===== src/rtl/de_issue_queue_pkg.sv =====
// Shared types and helpers for the decode/issue queue and its register scoreboard.
package de_issue_queue_pkg;
  localparam int SB_W_DEF = 2;
  localparam int REG_AW   = 5;

  typedef struct packed {
    logic [31:0] pc;
    logic [31:0] instr;
    logic        exc;
  } iq_entry_t;

  // MIPS register fields, shared by the decoder and anything that needs them
  function automatic logic [4:0] get_rs(input logic [31:0] i);
    return i[25:21];
  endfunction
  function automatic logic [4:0] get_rt(input logic [31:0] i);
    return i[20:16];
  endfunction
  function automatic logic [4:0] get_rd(input logic [31:0] i);
    return i[15:11];
  endfunction
endpackage


===== src/rtl/de_scoreboard.sv =====
// Per-register count of issued-but-unretired writers; register 0 is never tracked.
module de_scoreboard
  import de_issue_queue_pkg::*;
#(
  parameter int NREG = 32,
  parameter int SB_W = SB_W_DEF
)(
  input  logic              clk,
  input  logic              rst,
  input  logic              clr,
  input  logic              inc_en,
  input  logic [REG_AW-1:0] inc_addr,
  input  logic              dec_en,
  input  logic [REG_AW-1:0] dec_addr,
  input  logic [REG_AW-1:0] rd0_addr,
  input  logic [REG_AW-1:0] rd1_addr,
  input  logic [REG_AW-1:0] rd2_addr,
  output logic [SB_W-1:0]   rd0_cnt,
  output logic [SB_W-1:0]   rd1_cnt,
  output logic [SB_W-1:0]   rd2_cnt
);
  logic [NREG-1:0][SB_W-1:0] cnt;
  logic [NREG-1:0]           underflow;

  assign cnt[0]       = '0;
  assign underflow[0] = 1'b0;

  for (genvar r = 1; r < NREG; r++) begin : g_cnt
    logic            inc, dec;
    logic [SB_W-1:0] cnt_q, cnt_d;
    always_comb begin
      inc   = inc_en && (inc_addr == REG_AW'(r));
      dec   = dec_en && (dec_addr == REG_AW'(r));
      cnt_d = cnt_q;
      if (clr)                           cnt_d = '0;
      else if (inc && !dec)              cnt_d = cnt_q + SB_W'(1);
      else if (dec && !inc && cnt_q != '0) cnt_d = cnt_q - SB_W'(1);
    end
    always_ff @(posedge clk or posedge rst)
      if (rst) cnt_q <= '0;
      else     cnt_q <= cnt_d;
    assign cnt[r]       = cnt_q;
    assign underflow[r] = dec && !inc && !clr && (cnt_q == '0);
  end

  assign rd0_cnt = cnt[rd0_addr];
  assign rd1_cnt = cnt[rd1_addr];
  assign rd2_cnt = cnt[rd2_addr];

  // a retire with no writer in flight means the pipeline lost track of a register
  a_no_underflow: assert property (@(posedge clk) disable iff (rst) underflow == '0);
endmodule


===== src/rtl/de_issue_queue.sv =====
// Decode/issue FIFO between IF and EX: scoreboard interlock, delay-slot tracking, redirect squash.
module de_issue_queue
  import de_issue_queue_pkg::*;
#(
  parameter int DEPTH = 4,
  parameter int NREG  = 32,
  parameter int SB_W  = SB_W_DEF
)(
  input  logic                       clk,
  input  logic                       reset,
  input  logic                       enq_valid,
  output logic                       enq_ready,
  input  logic [31:0]                enq_pc,
  input  logic [31:0]                enq_instr,
  input  logic                       enq_exc,
  output logic                       deq_valid,
  input  logic                       deq_ready,
  output logic [31:0]                deq_pc,
  output logic [31:0]                deq_instr,
  output logic                       deq_exc,
  output logic                       deq_bd,
  input  logic [4:0]                 hd_rs,
  input  logic                       hd_rs_r,
  input  logic [4:0]                 hd_rt,
  input  logic                       hd_rt_r,
  input  logic [4:0]                 hd_dst,
  input  logic                       hd_dst_w,
  input  logic                       hd_br,
  input  logic                       wb_valid,
  input  logic [4:0]                 wb_addr,
  input  logic                       redirect,
  input  logic                       flush,
  output logic                       hazard,
  output logic [$clog2(DEPTH+1)-1:0] count
);
  localparam int PW = $clog2(DEPTH);
  localparam int CW = $clog2(DEPTH+1);
  localparam logic [SB_W-1:0] SB_MAX = '1;

  iq_entry_t [DEPTH-1:0] ent_q, ent_d;
  iq_entry_t             head;
  logic [PW-1:0] rd_ptr_q, rd_ptr_d, wr_ptr_q, wr_ptr_d, rd_next;
  logic [CW-1:0] count_q, count_d, remain;
  logic          last_br_q, last_br_d, ds_issued_q, ds_issued_d, ds_wait_q, ds_wait_d;
  logic          empty, full, head_exc, deq_fire, enq_fire, ds_now, sb_inc;
  logic [SB_W-1:0] sb_rs, sb_rt, sb_dst;

  de_scoreboard #(.NREG(NREG), .SB_W(SB_W)) u_sb (
    .clk(clk), .rst(reset), .clr(flush),
    .inc_en(sb_inc), .inc_addr(hd_dst),
    .dec_en(wb_valid && wb_addr != '0), .dec_addr(wb_addr),
    .rd0_addr(hd_rs), .rd1_addr(hd_rt), .rd2_addr(hd_dst),
    .rd0_cnt(sb_rs), .rd1_cnt(sb_rt), .rd2_cnt(sb_dst)
  );

  always_comb begin
    head     = ent_q[rd_ptr_q];
    empty    = (count_q == '0);
    full     = (count_q == CW'(DEPTH));
    head_exc = !empty && head.exc;
    hazard   = !empty && !head_exc &&
               ((hd_rs_r  && hd_rs  != '0 && sb_rs  != '0) ||
                (hd_rt_r  && hd_rt  != '0 && sb_rt  != '0) ||
                (hd_dst_w && hd_dst != '0 && sb_dst == SB_MAX));
    deq_valid = !empty && !hazard && !flush;
    deq_fire  = deq_valid && deq_ready;
    // redirect is judged after this cycle's issue: a delay slot leaving now counts as issued
    ds_now    = ds_issued_q || (deq_fire && last_br_q);
    remain    = count_q - CW'(deq_fire);
    enq_ready = redirect ? (!flush && !ds_now && remain == '0) : (!flush && !full);
    enq_fire  = enq_valid && enq_ready;
    sb_inc    = deq_fire && !head_exc && hd_dst_w && hd_dst != '0;
  end

  assign deq_pc    = empty ? '0 : head.pc;
  assign deq_instr = empty ? '0 : head.instr;
  assign deq_exc   = head_exc;
  assign deq_bd    = last_br_q;
  assign count     = count_q;

  always_comb begin
    ent_d = ent_q;
    if (enq_fire) ent_d[wr_ptr_q] = '{pc: enq_pc, instr: enq_instr, exc: enq_exc};
    rd_next     = rd_ptr_q + PW'(deq_fire);
    rd_ptr_d    = rd_next;
    wr_ptr_d    = wr_ptr_q + PW'(enq_fire);
    count_d     = remain + CW'(enq_fire);
    last_br_d   = last_br_q;
    ds_issued_d = ds_issued_q;
    ds_wait_d   = ds_wait_q && !enq_fire;
    if (deq_fire) begin
      last_br_d = hd_br;
      if (hd_br)          ds_issued_d = 1'b0;
      else if (last_br_q) ds_issued_d = 1'b1;
    end
    if (redirect) begin
      if (ds_now) begin
        wr_ptr_d = rd_next;
        count_d  = '0;
      end else if (remain != '0) begin
        wr_ptr_d = rd_next + PW'(1);
        count_d  = CW'(1);
      end else if (!enq_fire) begin
        ds_wait_d = 1'b1;
      end
    end
    if (flush) begin
      rd_ptr_d    = '0;
      wr_ptr_d    = '0;
      count_d     = '0;
      last_br_d   = 1'b0;
      ds_issued_d = 1'b0;
      ds_wait_d   = 1'b0;
    end
  end

  always_ff @(posedge clk or posedge reset) begin
    if (reset) begin
      ent_q       <= '0;
      rd_ptr_q    <= '0;
      wr_ptr_q    <= '0;
      count_q     <= '0;
      last_br_q   <= 1'b0;
      ds_issued_q <= 1'b0;
      ds_wait_q   <= 1'b0;
    end else begin
      ent_q       <= ent_d;
      rd_ptr_q    <= rd_ptr_d;
      wr_ptr_q    <= wr_ptr_d;
      count_q     <= count_d;
      last_br_q   <= last_br_d;
      ds_issued_q <= ds_issued_d;
      ds_wait_q   <= ds_wait_d;
    end
  end
endmodule


===== config.mk =====
export PLATFORM = sky130hd
export DESIGN_NAME = de_issue_queue
export DESIGN_NICKNAME = d
export VERILOG_FILES = /design/src/rtl/de_issue_queue_pkg.sv /design/src/rtl/de_scoreboard.sv /design/src/rtl/de_issue_queue.sv
export SDC_FILE = /design/constraint.sdc
export NUM_CORES = 1
export LEC_CHECK = 0
export CAP_MARGIN = 0
export CELL_PAD_IN_SITES_DETAIL_PLACEMENT = 1
export CELL_PAD_IN_SITES_GLOBAL_PLACEMENT = 1
export CORE_ASPECT_RATIO = 1.1
export CORE_MARGIN = 2
export CORE_UTILIZATION = 40
export CTS_CLUSTER_SIZE = 12
export DETAILED_ROUTE_END_ITERATION = 6
export DONT_BUFFER_PORTS = 1
export PLACE_DENSITY = 0.71
export SETUP_SLACK_MARGIN = 0.4
export SKIP_CTS_REPAIR_TIMING = 1
export SYNTH_ARGS = -nofsm -noshare
export SYNTH_HDL_FRONTEND = slang
export SYNTH_SLANG_ARGS = --single-unit

===== constraint.sdc =====
create_clock -name clk -period 16 [get_ports clk]
set_clock_uncertainty 0.15 [all_clocks]
set_input_delay 3.2 -clock clk [delete_from_list [all_inputs] [get_ports clk]]
set_output_delay 3.2 -clock clk [all_outputs]
set_load 0.05 [all_outputs]

# ---- After elaboration in Yosys (flattened, before gate mapping)
# Index checks and enable logic that the tools add are counted.
dict set report word_totals {
  word_cells 629
  input_bits 96
  ff_bits 331
}
dict set report classes {
  reduce_logical 322
  order_cmp 6
  eq_ne 64
  n_mux 122
  add_sub_neg 67
}
# cell n
set ops {}
lappend ops {{$bwmux W260} 1}
lappend ops {{$mux W2} 101}
lappend ops {{$logic_and A1 B1 Y1} 177}
lappend ops {{$eq A5 B5 Y1 const B} 32}
lappend ops {{$bmux W65 S2} 1}
lappend ops {{$demux W65 S2} 1}
lappend ops {{$mux W65} 2}
lappend ops {{$reduce_bool A3 Y1} 33}
lappend ops {{$eq A5 B4 Y1 const B} 16}
lappend ops {{$logic_not A1 Y1} 68}
lappend ops {{$reduce_bool A2 Y1} 34}
lappend ops {{$add A2 B1 Y2 const B} 32}
lappend ops {{$mux W32} 2}
lappend ops {{$sub A2 B1 Y2 const B} 31}
lappend ops {{$eq A5 B3 Y1 const B} 8}
lappend ops {{$bmux W2 S5} 3}
lappend ops {{$eq A5 B2 Y1 const B} 4}
lappend ops {{$reduce_bool A5 Y1} 4}
lappend ops {{$lt A5 B6 Y1 const B} 3}
lappend ops {{$mux W3} 4}
lappend ops {{$eq A5 B1 Y1 const B} 2}
lappend ops {{$mux W1} 7}
lappend ops {{$logic_not A3 Y1} 2}
lappend ops {{$lt A2 B3 Y1 const B} 2}
lappend ops {{other kinds (8)} 11}

# ---- Longest topological paths before layout
# Gate-level depths: netlist (run 1).
dict set report depth {
  ltp_word 23
  mapped_depth 22
  mapped_depth_nobuf 19
}

# ---- Hierarchy
# From an unflattened synthesis (run 1), not the netlist that was laid out.
dict set report hier_totals {
  hier_cells 1357
  area_unflattened_um2 18750.5
}
# mod area_per_inst_um2 cells_each instances
set by_module_without_submodules {}
lappend by_module_without_submodules {de_issue_queue 13246.5 791 1}
lappend by_module_without_submodules {de_scoreboard 5504.0 566 1}

# ---- Worst setup path after synthesis (run 1)
# No wires, ideal clock.
dict set report synth_path {
  kind {input port to output port}
  startpoint {input hd_rt[1]}
  endpoint {output enq_ready}
  required_time_ns 12.650
  path_stages 14
  path_slack_ns 6.109
  t_arrival_ns 6.541
  path_cell_list {buf_4 inv_2 mux4_2 mux4_2 a22o_1 nand4_1 inv_1 buf_2 ha_1 ha_1 xnor2_1 nand3_1 o31a_1 inv_2}
}
dict set report synth_via {
  elab_chain_len 17
  word_cells_on_any_way 21
}
# element line_no
set synth_rtl {}
lappend synth_rtl {{start: declaration} de_issue_queue.sv:24} ;# input logic [4:0] hd_rt,
lappend synth_rtl {{$bmux W2 S5} de_scoreboard.sv:47} ;# assign rd1_cnt = cnt[rd1_addr];
lappend synth_rtl {{$mux W2 (not written as such)} de_scoreboard.sv:47}
lappend synth_rtl {{$reduce_bool A2 Y1} de_issue_queue.sv:63} ;# (hd_rt_r && hd_rt != '0 && sb_rt != '0) ||
lappend synth_rtl {{$logic_and A1 B1 Y1 *} de_issue_queue.sv:63}
lappend synth_rtl {{$logic_or A1 B1 Y1 *} de_issue_queue.sv:62} ;# ((hd_rs_r && hd_rs != '0 && sb_rs != '0) ||
lappend synth_rtl {{$logic_or A1 B1 Y1 *} de_issue_queue.sv:63}
lappend synth_rtl {{$logic_and A1 B1 Y1 *} de_issue_queue.sv:61} ;# hazard = !empty && !head_exc &&
lappend synth_rtl {{$logic_not A1 Y1 *} de_issue_queue.sv:65} ;# deq_valid = !empty && !hazard && !flush;
lappend synth_rtl {{$logic_and A1 B1 Y1 * (2 in series)} de_issue_queue.sv:65}
lappend synth_rtl {{$logic_and A1 B1 Y1 *} de_issue_queue.sv:66} ;# deq_fire = deq_valid && deq_ready;
lappend synth_rtl {{branches (longest 4 deep; another with $sub A3 B1 Y3)} -}
lappend synth_rtl {{$logic_and A1 B1 Y1 *} de_issue_queue.sv:70} ;# enq_ready = redirect ? (!flush && !ds_now && remain == '0) : (!flush && !full);
lappend synth_rtl {{$mux W1 *} de_issue_queue.sv:70}
lappend synth_rtl {{end: declaration} de_issue_queue.sv:12} ;# output logic enq_ready,
# Mark *: on every way between the ends. The select of a mux whose other input is x is not followed.

# ---- Final worst setup path (run 1)
dict set report layout_path {
  startpoint {input hd_dst[3]}
  endpoint {output enq_ready}
}
dict set report layout_via {
  elab_chain_len 16
  word_cells_on_any_way 20
}
# element line_no
set layout_rtl {}
lappend layout_rtl {{start: declaration} de_issue_queue.sv:26} ;# input logic [4:0] hd_dst,
lappend layout_rtl {{$bmux W2 S5} de_scoreboard.sv:48} ;# assign rd2_cnt = cnt[rd2_addr];
lappend layout_rtl {{$mux W2 (not written as such)} de_scoreboard.sv:48}
lappend layout_rtl {{$eq A2 B2 Y1} de_issue_queue.sv:64} ;# (hd_dst_w && hd_dst != '0 && sb_dst == SB_MAX));
lappend layout_rtl {{$logic_and A1 B1 Y1 *} de_issue_queue.sv:64}
lappend layout_rtl {{$logic_or A1 B1 Y1 *} de_issue_queue.sv:63}
lappend layout_rtl {{$logic_and A1 B1 Y1 *} de_issue_queue.sv:61}
lappend layout_rtl {{$logic_not A1 Y1 *} de_issue_queue.sv:65}
lappend layout_rtl {{$logic_and A1 B1 Y1 * (2 in series)} de_issue_queue.sv:65}
lappend layout_rtl {{$logic_and A1 B1 Y1 *} de_issue_queue.sv:66}
lappend layout_rtl {{branches (longest 4 deep; another with $sub A3 B1 Y3)} -}
lappend layout_rtl {{$logic_and A1 B1 Y1 *} de_issue_queue.sv:70}
lappend layout_rtl {{$mux W1 *} de_issue_queue.sv:70}
# Marks and branches as above.

==> results of run 1 <==
[sequential cells by signal, summed over array words and instances (netlist names)]
register / count
deq_bd: 1
ds_issued_q: 1
ent_q: 260
rd_ptr_q: 2
wr_ptr_q: 2
count: 3
u_sb.g_cnt.cnt_q: 62
[critical path, cell delays in order]
cell and delay (ps):
nor2_1 620, a211o_1 370, a31oi_1 70, nor4b_1 220, o21ai_1 260, nand4_1 160
inv_1 610, ha_1 290, ha_1 170, xnor2_1 160, nand3_1 240, o31a_1 440
inv_2 310
[report_power, final]
part           leakage, nW  switching [mW]  internal [mW]  total, mW
Combinational         3.08           0.669          0.492       1.16
Clock                0.677           0.379          0.572      0.951
Sequential            4.22           0.188           1.15       1.34
[placed cells by master (no fill, tap or decap), drive strengths merged, types with 4 or more instances in the layout]
cell type and n:
a211oi 15, mux2i 9, bufinv 5, a22oi 4
a31oi 23, buf 16, o31ai 8, o2111ai 5
nand4 19, inv 28, o21ai 26, xnor2 6
a21oi 27, a221oi 20, nor3 34, a41oi 11
nand2 45, nand3 31, o32ai 11, clkinv 11
ha 6, nor2b 77, clkbuf 53, nor2 84
and3 4, nor3b 13, nand2b 32, o211ai 10
and2 7, or4 4, dfrtp 331, mux4 89
mux2 264, xor2 12, o21a 9
[per-layer routing]
metal,global-route usage [%],vias to the layer above,wire length (um)
li1,-,5169,-
met5,0,-,0
met1,26.7,6320,19600
met3,5.90,84,3490
met4,6.52,0,1220
met2,38.4,325,25400
[kinds of logic after synthesis]
logic type / share of synthesized area [%]
fa+ha+maj: 0.422
flops: 46.5
buf+inv: 3.63
compound gates: 8.02
xor+xnor: 0.885
simple gates: 11.0
mux: 29.5
[path summary, 6_finish.rpt]
path	startpoint	end	slack [ps]	depth (start not counted)
max in group asynchronous	reset	ent_q[28]	10790	3
max	hd_dst[3]	enq_ready	5530	13
min in group asynchronous	reset	ent_q[104]	2510	1
max reg2reg	rd_ptr_q[0]	ent_q[218]	9420	15
min	ent_q[168]	ent_q[168]	330	1
min reg2reg	ent_q[168]	ent_q[168]	330	1
[through the flow]
stage                     worst slack (ps)  util [%]  cells
after floorplan                       3480         -   1403
after global placement                5710      41.1   1907
after detailed placement              5620      41.1   1907
after CTS                             5600      44.3   1976
after global routing                  5190      44.3   1976
final                                 5530      44.3   1976
[cell type report]
type | instances | area, um2 | area share (%)
clock buffers | 53 | 1110 | 5.67
clock inverters | 16 | 274 | 1.40
inverters | 28 | 113 | 0.576
multi-input cells | 951 | 8920 | 45.6
flip-flops and latches | 331 | 8290 | 42.4
well taps | 581 | 727 | 3.72
repair buffers | 16 | 120 | 0.614
==> results.md, run 1 <==
* Final critical-path share of the clock period at 65.5%
* Required time of the critical path at 12650 ps
* Setup TNS at 0 ps
* Hold Slack at 325 ps
* Clk buf depth at 3
* Clk sinks at approximately 330
* Top cell type's share of synthesized area at a little under half
* WL/cell at between 20 and 30 um
* Final setup vio count at 0
* Hpwl dp at about 33000 um
* FILL cells at roughly 4600
* Max Freq at 95.5 MHz
* I/O pin cnt at around 170
* Die ar. at 46200 um2
* CORE AREA at approximately 44000 um2
* Die Wd at 205 um
* Max_cap viols at 0
* Final instance area at 19600 um2
* Yosys warnings at 0
* Starting density of the core at roughly 40%
* Crit start category: input pin
* Max-Slew Margin vs Limit at 25.2%
* Seq/Total Area, Yosys at 46.5%
* WP data arrival at 7120 ps
* Slew Viols, Final at 0
* Port buffer count at 0
* Most frequent cell after synthesis: dfrtp_1
* CTS root buf: clkbuf_16
* CTS tree: built
* Min cycle time layout at 10470 ps
* Top cells by area, synth: dfrtp_1 47%, mux4_2 11%, mux2_1 8.0%
* Via/cell ratio at 6.02
* Max VDD drop at ~130 uV
* RSZ-0062 raised after global routing: false
* Post-Synthesis Cell Area at around 18000 um2
* Nets at 1469
* Worst setup EP type: output port
* Total GRT Usage at between 20% and 30%
* Drt pass-1 iters at 6
* Largest area contributor in the synthesized netlist: dfrtp_1
* Initial DRC Count at 786
* Cell area power density at 177 nW/um2
* CTS HTree Levels at 2
* Syn Area/Cell at 12.7 um2
* Worst-skew pair later-pin latency at ~580 ps
* Routed Antenna Nets at 0
* Post-synth net total at 1505
* Vias in the first global route at 13200
* CTS Buf Count at 39
* First-pass GRT wire length at 78600 um
* Synth cell types at 68
* # rows at 81
* Routed WL at 49800 um
* Antenna violations before repair at 0
* N_diodes at 0
* Synthesis-stage register bit count at around 330
* Mapped Cells at between 1000 and 1500
* Setup CP Type: in2out
* Vias after detailed routing at around 12000
* Most used DFF post-synth: dfrtp_1
* Worst-margin pin slew at 1120 ps
* Remaining routing DRC violations at 0
* Die Y at around 230 um
* Post-synth EDFFs at 0
* Ys async rst share at 100%
* Final GP Congestion at 0.902
* Share of cells above drive strength 1 at 23.6%
* Power consumption at 3.45 mW
* Area growth syn-to-layout at 9.82%
* CTS clock-pin slew for the worst setup and hold paths at 50 ps
* Crit path max fanout at 18
* Leak at ~8.0 nW
* Most frequent cells after synthesis: 331 x dfrtp_1, 126 x mux2_1, 89 x mux4_2
* HP Class: reg2reg
* Overflow after GRT at 0
* Run status: complete, no violations
* Largest net degree at the start of global routing at 111
* Placed Area at 18200 um2
* Final hold vios at 0
Note: power is estimated with default switching activity, not from simulation.
==> inputs of run 2 (changes only) <==
PLACE_DENSITY = 0.73   (was 0.71)
clock period = 9.6 ns   (was 16 ns; I/O delays follow)
==> results.md, run 2 (same netlist as run 1, synthesis figures left out) <==
* Run status: complete, no violations
* Most frequent cells in the layout: 329 x dfrtp_1, 126 x mux2_1, 89 x mux4_2
* Net switching power at around 2 mW
* HP Class: reg2reg
* Hpwl dp at 33300 um
* Largest net degree at the start of global routing at 198
* N_diodes at 0
* Largest register FFs at 260
* Die Wd at between 200 and 250 um
* R2R cell count at 16
* Final critical-path share of the clock period at 77.6%
* Comb power frac at 34.0%
* WL/cell at between 20 and 30 um
* Via/cell ratio at 6.06
* Setup crit end: enq_ready
* Antenna violations before repair at 0
* First-pass GRT wire length at 78000 um
* Worst R2R End: ent_q[143]
* Hold Slack at between 300 and 400 ps
* Nets at 1475
* Setup TNS at 0 ps
* Die ar. at 46200 um2
* Crit path from: hd_dst[3]
* CTS clock-pin slew for the worst setup and hold paths at 60 ps
* Max Freq at ~130 MHz
* Clk buf depth at 3
* # rows at 81
* Vias in the first global route at 13300
* Leak at 7.96 nW
* Int Pwr at 3.64 mW
* Min cycle time layout at 7450 ps
* Remaining routing DRC violations at 0
* Worst r2r src: rd_ptr_q[0]
* WL met2 at approximately 25000 um
* Sw Share at 36.2%
* CTS tree: built
* Setup CP Type: in2out
* CTS root buf: clkbuf_16
* Port buffer count at 0
* Reg power frac at ~40%
* Crit path max fanout at 14
* Dpl cells at around 1900
* Max VDD drop at 199 uV
* Power consumption at around 5.7 mW
* CTS HTree Levels at 2
* Metal3 WL at roughly 3200 um
* Post-Place Worst Slack at 2210 ps
* Vias after detailed routing at 12000
* Clock share of power at 26.6%
* Biggest register: ent_q
* Slew Viols, Final at 0
* Met1 Routed Length at 19700 um
* Overflow after GRT at 0
* Worst Slack Setup Final at 2150 ps
* Final hold vios at 0
* Die Y at roughly 230 um
* Final GP Congestion at 0.930
* Initial DRC Count at 679
* Worst-skew pair later-pin latency at roughly 560 ps
* Max Used Layer: met4
* Starting density of the core at 40.3%
* Cell area power density at 292 nW/um2
* Crit start category: input pin
* Minimum setup slack among reg-to-reg paths at around 3300 ps
* Share of cells above drive strength 1 at about a quarter
* Max_cap viols at 0
* Area growth syn-to-layout at 9.67%
* CTS Buf Count at 39
* Final setup vio count at 0
* Routed Antenna Nets at 0
* CORE AREA at roughly 44000 um2
* WP data arrival at around 5400 ps
* RSZ-0062 raised after global routing: false
* Required time of the critical path at 7530 ps
* Max-Slew Margin vs Limit at 23.3%
* Worst setup EP type: output port
* Final instance count without filler cells at 1983
* Total GRT Usage at 21.8%
* Clk sinks at between 300 and 400
* Drt pass-1 iters at 5
* Worst-margin pin slew at 1150 ps
* Routed WL at 49900 um
* I/O pin cnt at 168
* Commonest non-fill, non-tap cell in the layout: dfrtp_1
-- run 2: cell count changes in the layout (fill, tap and decap cells not counted), moves of 2 or more --
| cell | change |
|---|---|
| buf_4 | +5 |
| clkbuf_1 | +5 |
| bufinv_16 | -2 |
| clkbuf_8 | -2 |
| clkinv_4 | -2 |
| clkinvlp_4 | +2 |
| inv_16 | +2 |
-- run 2: per-stage QoR --
step | area, um2 | utilization (%)
CTS | 19500 | 44.2
global placement | 18200 | 41.2
global route | 19500 | 44.2
floorplan | 17800 | -
finish | 19500 | 44.2
detailed placement | 18200 | 41.2
-- run 2: worst min-delay path by stage --
stage | slack, ps | from | depth (start not counted) | to
3_3_place_gp | 310 | ent_q[176] | 1 | ent_q[176]
4_1_cts | 330 | ent_q[153] | 1 | ent_q[153]
3_5_place_dp | 320 | ent_q[153] | 1 | ent_q[153]
2_1_floorplan | 300 | ent_q[131] | 1 | ent_q[131]
5_1_grt | 350 | ent_q[201] | 1 | ent_q[201]
6_report | 330 | ent_q[153] | 1 | ent_q[153]
-- run 2: power by group through the flow --
stage	sequential, mW	clock [mW]	combinational (mW)
final	2.24	1.52	1.94
after global routing	2.31	1.61	2.06
after CTS	2.24	1.56	1.97
after detailed placement	2.26	0	1.96
after global placement	2.20	0	1.90
after floorplan	2.12	0	1.71
-- run 2: metal layers --
metal  global-route usage (%)  up-vias
li1                         -     5205
met1                     25.9     6387
met2                     38.2      327
met3                     5.91       96
met4                     7.26        0
met5                        0        -
-- run 2: layout make-up --
type / instances / area [um2]
Fill cell: 4574 / 24700
Inverter: 28 / 109
Tap cell: 581 / 727
Clock inverter: 14 / 206
Multi-Input combinational cell: 951 / 8920
Clock buffer: 56 / 1100
Sequential cell: 331 / 8290
Timing Repair Buffer: 22 / 178
-- run 2: worst max-delay path: stages --
cell	delay, ps
nor2_1	630
a211o_1	370
a31oi_1	60
nor4b_1	200
o21ai_1	350
nand4_1	210
inv_1	140
ha_1	150
ha_1	150
xnor2_1	160
nand3_1	240
o31a_1	430
inv_2	330
==> inputs of run 3 (changes only) <==
PLACE_DENSITY = 0.71   (was 0.73)
clock period = 7.47 ns   (was 9.6 ns; I/O delays follow)
==> results.md, run 3 (same netlist as run 1, synthesis figures left out) <==
* Drt pass-1 iters at 5
* Routed WL at roughly 50000 um
* HP Class: reg2reg
* Share of cells above drive strength 1 at 24.0%
* Power consumption at 7.34 mW
* CTS tree: built
* CTS root buf: clkbuf_16
* Setup CP Type: in2out
* Nets at 1477
* Die Wd at ~200 um
* Biggest register: ent_q
* Worst path cell trace: inv_2, mux4_2, mux4_2, a22o_1, nand4_1, inv_1, ha_1, ha_1, xnor2_1, nand3_1, o31a_1, inv_2
* Net switching power at about 2.6 mW
* Antenna violations before repair at 1
* Slew Viols, Final at 0
* Max VDD drop at between 200 and 300 uV
* Worst setup EP type: output port
* Largest register FFs at 260
* CTS HTree Levels at 2
* # rows at 81
* Worst r2r src: rd_ptr_q[0]
* Starting density of the core at roughly two fifths
* Worst-skew pair later-pin latency at 560 ps
* Clock share of power at between 20% and 30%
* Port buffer count at 0
* Comb power frac at roughly 34%
* CTS clock-pin slew for the worst setup and hold paths at 50 ps
* Int Pwr at roughly 4.7 mW
* Reg power frac at 39.1%
* Worst-margin pin slew at 1120 ps
* Final critical-path share of the clock period at a little under nine tenths
* Cell area power density at 374 nW/um2
* Commonest non-fill, non-tap cell in the layout: dfrtp_1
* CORE AREA at 44200 um2
* Total GRT Usage at 22.0%
* Hpwl dp at about 33000 um
* Die ar. at 46200 um2
* Required time of the critical path at 5830 ps
* Largest net degree at the start of global routing at 189
* Die Y at approximately 230 um
* RSZ-0062 raised after global routing: false
* Run status: complete, no violations
* Initial DRC Count at between 700 and 800
* Leak at between 7 and 8 nW
* Max-Slew Margin vs Limit at approximately a quarter
* Final setup vio count at 0
* Worst-path cell with the longest stage delay: mux4_2
* Max_cap viols at 0
* WL/cell at between 20 and 30 um
* Delay of the slowest critical-path stage at between 500 and 600 ps
* Final hold vios at 0
* Final GP Congestion at 0.887
* Worst hold start: ent_q[164]
* Sw Share at 35.7%
* Routed Antenna Nets at 0
* Max Freq at 157 MHz
* I/O pin cnt at 168
* Remaining routing DRC violations at 0
* Clk sinks at 331
* Fin util at 44.4%
* Most frequent cells in the layout: 329 x dfrtp_1, 126 x mux2_1, 89 x mux4_2
* Setup TNS at 0 ps
* Dpl cells at 1915
* Vias in the first global route at 13200
* CTS Buf Count at 39
* First-pass GRT wire length at 78200 um
* Area growth syn-to-layout at 10.1%
* Overflow after GRT at 0
* WP data arrival at 4740 ps
* Via/cell ratio at 6.07
* Vias after detailed routing at 12000
* Min cycle time layout at approximately 6400 ps
* Crit start category: input pin
* Final instance count without filler cells at approximately 2000
* Crit path from: hd_rt[1]
* Clk buf depth at 3
* Crit path max fanout at 7
run 3: changes by cell type in the layout (fill, tap and decap cells not counted), sizes merged:
cell,previous run,this run
diode,0,1
clkinv,7,6
inv,30,28
buf,22,24
clkinvlp,2,3
run 3: final cells by class:
class | count | area [um2]
repair buffers | 24 | 230
diodes | 1 | 2.50
clock inverters | 12 | 155
flip-flops and latches | 331 | 8290
inverters | 28 | 109
fillers | 4570 | 24600
clock buffers | 56 | 1160
well taps | 581 | 727
multi-input cells | 951 | 8920
run 3: routing by layer:
layer	routed length (um)	up-vias	global-route usage [%]	part of all wire, %
li1	-	5198	-	-
met1	20100	6434	27.1	40
met2	25000	322	37.5	50
met3	3300	86	5.60	6.6
met4	1430	0	7.57	2.9
met5	0	-	0	0
run 3: power groups by stage:
stage          registers, mW  clock network, mW  logic, mW
2_1_floorplan           2.73                  0       2.19
3_3_place_gp            2.83                  0       2.46
3_5_place_dp            2.89                  0       2.54
4_1_cts                 2.87               2.02       2.55
5_1_grt                 2.96               2.08       2.69
6_report                2.87               1.96       2.51
run 3: final timing paths:
check	to	slack, ps	cells past startpoint
setup / recovery	enq_ready	1080	12
hold / removal	ent_q[164]	330	1
setup reg to reg	ent_q[153]	1610	16
hold reg to reg	ent_q[164]	330	1
max in group asynchronous	ent_q[91]	4750	2
min in group asynchronous	ent_q[107]	870	1
run 3: worst max-delay path, delay by kind of cell:
kind                       cells  cell delay [ps]
adders and majority gates      2              360
and+or+nand+nor                2              390
AOI/OAI and AO/OA              2              740
buffers and inverters          3              490
muxes                          2             1020
xor gates and xnor gates       1              230
run 3: through the flow:
step / setup slack (ps) / hold slack, ps / cell area [um2]
final: 1080 / 328 / 19600
after global routing: 775 / 343 / 19600
after CTS: 1080 / 332 / 19600
after detailed placement: 1040 / 319 / 18300
after global placement: 1100 / 311 / 18300
after floorplan: 991 / 302 / 17800
